===== config.mk =====
export PLATFORM = sky130hd
export DESIGN_NAME = uart_cmd_sequencer
export DESIGN_NICKNAME = d
export VERILOG_FILES = /design/src/rtl/uart_cmd_sequencer.sv
export SDC_FILE = /design/constraint.sdc
export NUM_CORES = 1
export LEC_CHECK = 0
export CELL_PAD_IN_SITES_DETAIL_PLACEMENT = 1
export CELL_PAD_IN_SITES_GLOBAL_PLACEMENT = 1
export CORE_MARGIN = 4
export CORE_UTILIZATION = 47
export CTS_CLUSTER_SIZE = 40
export DETAILED_ROUTE_END_ITERATION = 6
export PLACE_DENSITY_LB_ADDON = 0.15
export SYNTH_ARGS = -nofsm -noshare
export SYNTH_HDL_FRONTEND = slang
export SYNTH_SLANG_ARGS = --single-unit

===== constraint.sdc =====
create_clock -name CLK -period 7.4 [get_ports CLK]
set_input_delay 1.48 -clock CLK [delete_from_list [all_inputs] [get_ports CLK]]
set_output_delay 1.48 -clock CLK [all_outputs]
set_load 0.1 [all_outputs]

===== src/rtl/uart_cmd_sequencer.sv =====
// uart_cmd_sequencer: expands one parallel command into protocol bytes and serializes them as UART frames.
module uart_cmd_sequencer #(
  parameter int BIT_CNT_WIDTH = 16,
  parameter int DATA_WIDTH    = 8
) (
  input  logic                     CLK,
  input  logic                     RST,
  input  logic                     CMD_VALID,
  output logic                     CMD_READY,
  input  logic [1:0]               CMD_TYPE,
  input  logic [3:0]               CMD_ADDR,
  input  logic [DATA_WIDTH-1:0]    CMD_DATA0,
  input  logic [DATA_WIDTH-1:0]    CMD_DATA1,
  input  logic [3:0]               CMD_FUNC,
  input  logic [BIT_CNT_WIDTH-1:0] BIT_CYCLES,
  input  logic                     PAR_EN,
  input  logic                     PAR_TYP,
  input  logic [3:0]               GAP_BITS,
  output logic                     SER_OUT,
  output logic                     BUSY,
  output logic                     FRAME_DONE,
  output logic                     CMD_DONE
);
  localparam int IW = DATA_WIDTH > 1 ? $clog2(DATA_WIDTH) : 1;
  typedef enum logic [2:0] {IDLE, START, DATA, PARITY, STOP, GAP} state_t;
  state_t r_state, w_nstate;
  logic [BIT_CNT_WIDTH-1:0] r_bcnt, w_nbcnt, r_bmax;
  logic [IW-1:0] r_bidx, w_nbidx;
  logic [1:0] r_fidx, w_nfidx, r_nfr, w_nfr;
  logic [3:0] r_gidx, w_ngidx, r_gap;
  logic r_pen, r_ptyp;
  logic [DATA_WIDTH-1:0] r_bytes [4];
  logic [DATA_WIDTH-1:0] w_bytes [4];
  logic [DATA_WIDTH-1:0] w_byte;
  logic w_accept, w_bend, w_blast, w_ser, w_fdone;
  always_comb begin
    w_accept = r_state == IDLE && CMD_VALID;
    w_bend   = r_bcnt == r_bmax;
    w_blast  = r_bidx == IW'(DATA_WIDTH - 1);
    w_byte   = r_bytes[r_fidx];
    w_nstate = r_state;
    case (r_state)
      IDLE:    if (w_accept) w_nstate = START;
      START:   if (w_bend) w_nstate = DATA;
      DATA:    if (w_bend && w_blast) w_nstate = r_pen ? PARITY : STOP;
      PARITY:  if (w_bend) w_nstate = STOP;
      STOP:    if (w_bend) w_nstate = r_fidx == r_nfr ? IDLE : (r_gap != 4'd0 ? GAP : START);
      GAP:     if (w_bend && r_gidx == r_gap - 4'd1) w_nstate = START;
      default: w_nstate = IDLE;
    endcase
    w_nbcnt = (r_state == IDLE || w_bend) ? '0 : r_bcnt + 1'b1;
    w_nbidx = (r_state != DATA || (w_bend && w_blast)) ? '0 : (w_bend ? r_bidx + 1'b1 : r_bidx);
    w_nfidx = r_state == IDLE ? 2'd0 : ((r_state == STOP && w_bend) ? r_fidx + 1'b1 : r_fidx);
    w_ngidx = r_state != GAP ? 4'd0 : (w_bend ? r_gidx + 1'b1 : r_gidx);
    // Output register is loaded from the next state so the line lines up with the state it reflects
    w_ser   = w_nstate == START ? 1'b0 :
              w_nstate == DATA ? w_byte[w_nbidx] :
              w_nstate == PARITY ? (^w_byte) ^ r_ptyp : 1'b1;
    w_fdone = w_nstate == STOP && w_nbcnt == r_bmax;
    w_bytes[0] = CMD_TYPE == 2'd0 ? DATA_WIDTH'(8'hAA) :
                 CMD_TYPE == 2'd1 ? DATA_WIDTH'(8'hBB) :
                 CMD_TYPE == 2'd2 ? DATA_WIDTH'(8'hCC) : DATA_WIDTH'(8'hDD);
    w_bytes[1] = CMD_TYPE[1] ? (CMD_TYPE[0] ? DATA_WIDTH'(CMD_FUNC) : CMD_DATA0) : DATA_WIDTH'(CMD_ADDR);
    w_bytes[2] = CMD_TYPE == 2'd2 ? CMD_DATA1 : CMD_DATA0;
    w_bytes[3] = DATA_WIDTH'(CMD_FUNC);
    w_nfr      = CMD_TYPE == 2'd0 ? 2'd2 : CMD_TYPE == 2'd2 ? 2'd3 : 2'd1;
  end
  always_ff @(posedge CLK) begin
    if (RST) begin
      r_state    <= IDLE;
      r_bcnt     <= '0;
      r_bidx     <= '0;
      r_fidx     <= 2'd0;
      r_gidx     <= 4'd0;
      r_bmax     <= '0;
      r_nfr      <= 2'd0;
      r_gap      <= 4'd0;
      r_pen      <= 1'b0;
      r_ptyp     <= 1'b0;
      SER_OUT    <= 1'b1;
      CMD_READY  <= 1'b1;
      BUSY       <= 1'b0;
      FRAME_DONE <= 1'b0;
      CMD_DONE   <= 1'b0;
    end else begin
      r_state    <= w_nstate;
      r_bcnt     <= w_nbcnt;
      r_bidx     <= w_nbidx;
      r_fidx     <= w_nfidx;
      r_gidx     <= w_ngidx;
      SER_OUT    <= w_ser;
      CMD_READY  <= w_nstate == IDLE;
      BUSY       <= w_nstate != IDLE;
      FRAME_DONE <= w_fdone;
      CMD_DONE   <= w_fdone && w_nfidx == r_nfr;
      if (w_accept) begin
        r_bmax <= BIT_CYCLES == '0 ? '0 : BIT_CYCLES - 1'b1;
        r_nfr  <= w_nfr;
        r_gap  <= GAP_BITS;
        r_pen  <= PAR_EN;
        r_ptyp <= PAR_TYP;
        for (int k = 0; k < 4; k++) r_bytes[k] <= w_bytes[k];
      end
    end
  end
endmodule


==> results_dict.tcl <==
set metrics [dict create \
    yosysSeqAreaShare_pct 37.5 \
    critPathArrivalTime_ns 4.15 \
    layout_common_cells "74 x nor2_1, 57 x dfxtp_1, 55 x clkdlybuf4s50_1, 37 x xnor2_1, 33 x nand2_1" \
    fin_skew_ns 0.0117 \
    area_growth_syn_to_layout_pct 16.0 \
    reg2reg_slack_ns 3.77 \
    wirelength_mm 13.3 \
    syn_area_um2 4880 \
    die_w_um 110 \
    nNetsFinal 643 \
    ir_worst_vdd_mv 0.0780 \
    final-hold-violation-count 0 \
    wire_per_inst_um 18.4 \
    gp_congestion 0.876 \
    numCtsBuffers 9 \
    cts_resized 0 \
    root_buffer "clkbuf_8" \
    tritoncts "built" \
    postPlaceCellArea_um2 5470 \
    worst_slew_pin_slew_ns 1.12 \
    worst-path-stages 11 \
    drive_gt1_share_pct 6.10 \
    grt_overflow 0 \
    syn_nets 610 \
    critPathTopFamily "simple AND/OR/NAND/NOR gates" \
    path_clk_slew_ns 0.08 \
    critical_path_class "input pin to register" \
    fmax_mhz 255 \
    outcome "complete, no violations" \
    grt_pass1_vias 4324 \
    core-area_um2 9950 \
    initial_core_util_pct 49.0 \
    min_period_ns 3.92 \
    crit_chain "clkdlybuf4s50_1 -> inv_1 -> ha_1 -> or3b_1 -> nor3_1 -> nand2b_1 -> or3b_1 -> nor3_1 -> nor2_1 -> a22oi_1 -> nor2_1" \
    cts.sinks 80 \
    power.density_nw_per_um2 185 \
    grt_max_degree 36 \
    critPathSlowestCell "or3b_1" \
    cp-start-kind "input pin" \
    grt_setup_unrepaired "false" \
    cp-end-kind "register" \
    final_area_um2 5660 \
    dieArea_um2 12100 \
    dr.first_iter.drc_count 250 \
    grt_pass1_wl_mm 21.5 \
    avgViaCountPerCell 5.87 \
    synth_area_leaders "dfxtp_1 23%, edfxtp_1 14%, xnor2_1 6.6%" \
    ys_warn_count 0 \
    antennaDiodeCount 0 \
    vias 4247 \
    ys_types 67 \
    min-delay-path-class "register to register" \
    drc_errors 0 \
    postCtsSetupBuffers 0 \
    async_flop_share_pct 0 \
    slew_violations 0 \
    maxCapViolCount 0 \
    ys.flop_type "dfxtp_1" \
    setup_viol 0 \
    critPathBufInv 2 \
    ios 56 \
    yosysTopAreaCell "dfxtp_1" \
    portBuffers 55 \
    final_common_cell "nor2_1" \
    required_ns 7.63 \
    ctsHoldBuffers 0 \
    min_period_over_period_pct 52.9 \
    worstHoldPathCells 2 \
    placedCellCount 707 \
    row_count 36 \
    dr.pass1.iters 4 \
    clock_latency_ns 0.36 \
    slew_headroom_pct 25.5 \
    synth-seq-cells 80 \
    tns_ns 0 \
    ff2ff_path_depth 9 \
    ant_nets 0 \
    grt_antenna_before_repair 0 \
    cpPeakStageDelay_ns 0.44 \
    avgSynthCellArea_um2 8.84 \
    track_usage_pct 23.0 \
    hpwl_mm 9.85 \
    synth_top_area_share_pct 23.4 \
    synth_edf_count 23 \
    instances_no_fill 723 \
    synthCells 552 \
    cts_buffer_depth 2 \
    die_h_um 110 \
    cellLeakagePower_nw 1.93 \
    cts_max_level 3 \
    worstPathMaxFanout 15 \
    fin_hold_ws_ns 0.473 \
]
## cells by family after synthesis
family / share of synthesized area [%]
AO/OA/AOI/OAI: 13.4
XOR/XNOR: 12.7
adder cells (fa/ha/maj): 1.79
buffers and inverters: 4.61
flip-flops: 37.5
multiplexers: 6.59
AND/OR/NAND/NOR: 23.4
## Yosys cell counts, drive strengths merged, types with 3 or more instances
master   n
nor2    75
dfxtp   57
xnor2   37
nand2   33
nor3    27
a21oi   26
clkbuf  26
edfxtp  23
xor2    21
inv     19
a22oi   17
nand3   15
mux2i   13
nand4   12
o21ai   12
and2    11
mux2    11
a211oi  10
buf     10
nand2b   8
nor2b    8
ha       7
nor4     7
and3     4
or3      4
xnor3    4
and4     3
mux4     3
o21a     3
o221ai   3
o311ai   3
or2      3
or3b     3
## worst paths after layout
| kind | from | endpoint |
|---|---|---|
| min | r_ptyp | r_ptyp |
| max | BIT_CYCLES[0] | r_bmax[12] |
| min reg2reg | r_ptyp | r_ptyp |
| max reg2reg | r_bcnt[1] | CMD_DONE |
## per-layer routing
layer / wire length, µm / global-route usage (%) / vias up
met5: 0 / 0 / -
met2: 6170 / 37.0 / 119
met3: 702 / 3.64 / 25
li1: - / - / 2044
met1: 6150 / 30.9 / 2059
met4: 272 / 8.82 / 0
## power breakdown
group | switching [mW] | leakage [nW] | internal [mW] | total (mW)
clock network | 0.168 | 0.0979 | 0.152 | 0.320
logic | 0.129 | 1.16 | 0.0984 | 0.227
registers | 0.0262 | 0.678 | 0.475 | 0.502
## metrics by stage
stage                     utilization (%)  total power [mW]  setup WS (ns)
after floorplan                         -             0.658           3.83
after global placement               55.0             0.726           3.27
after detailed placement             55.0             0.736           3.11
after CTS                            56.9              1.05           3.47
after global routing                 56.9              1.09           3.23
final                                56.9              1.05           3.48
## state kept, by name (all words and copies together) (netlist names)
signal,cells
r_bytes,23
r_bcnt,16
r_bmax,16
r_gap,4
r_gidx,4
r_bidx,3
r_state,3
r_fidx,2
r_nfr,2
BUSY,1
CMD_DONE,1
CMD_READY,1
FRAME_DONE,1
SER_OUT,1
r_pen,1
r_ptyp,1
## worst min-delay path: stages, from the launching register on
cell,delay (ns)
dfxtp_1,0.32
nand2_1,0.05
a21oi_1,0.05
## layout make-up
cell class              instances  area, µm²
flip-flops and latches         80       1830
repair buffers                 58        573
well taps                     133        166
inverters                      19       71.3
clock buffers                  12        166
fillers                      1167       4290
multi-input cells             417       2830
clock inverters                 4       26.3
(Power assumes the default switching activity.)
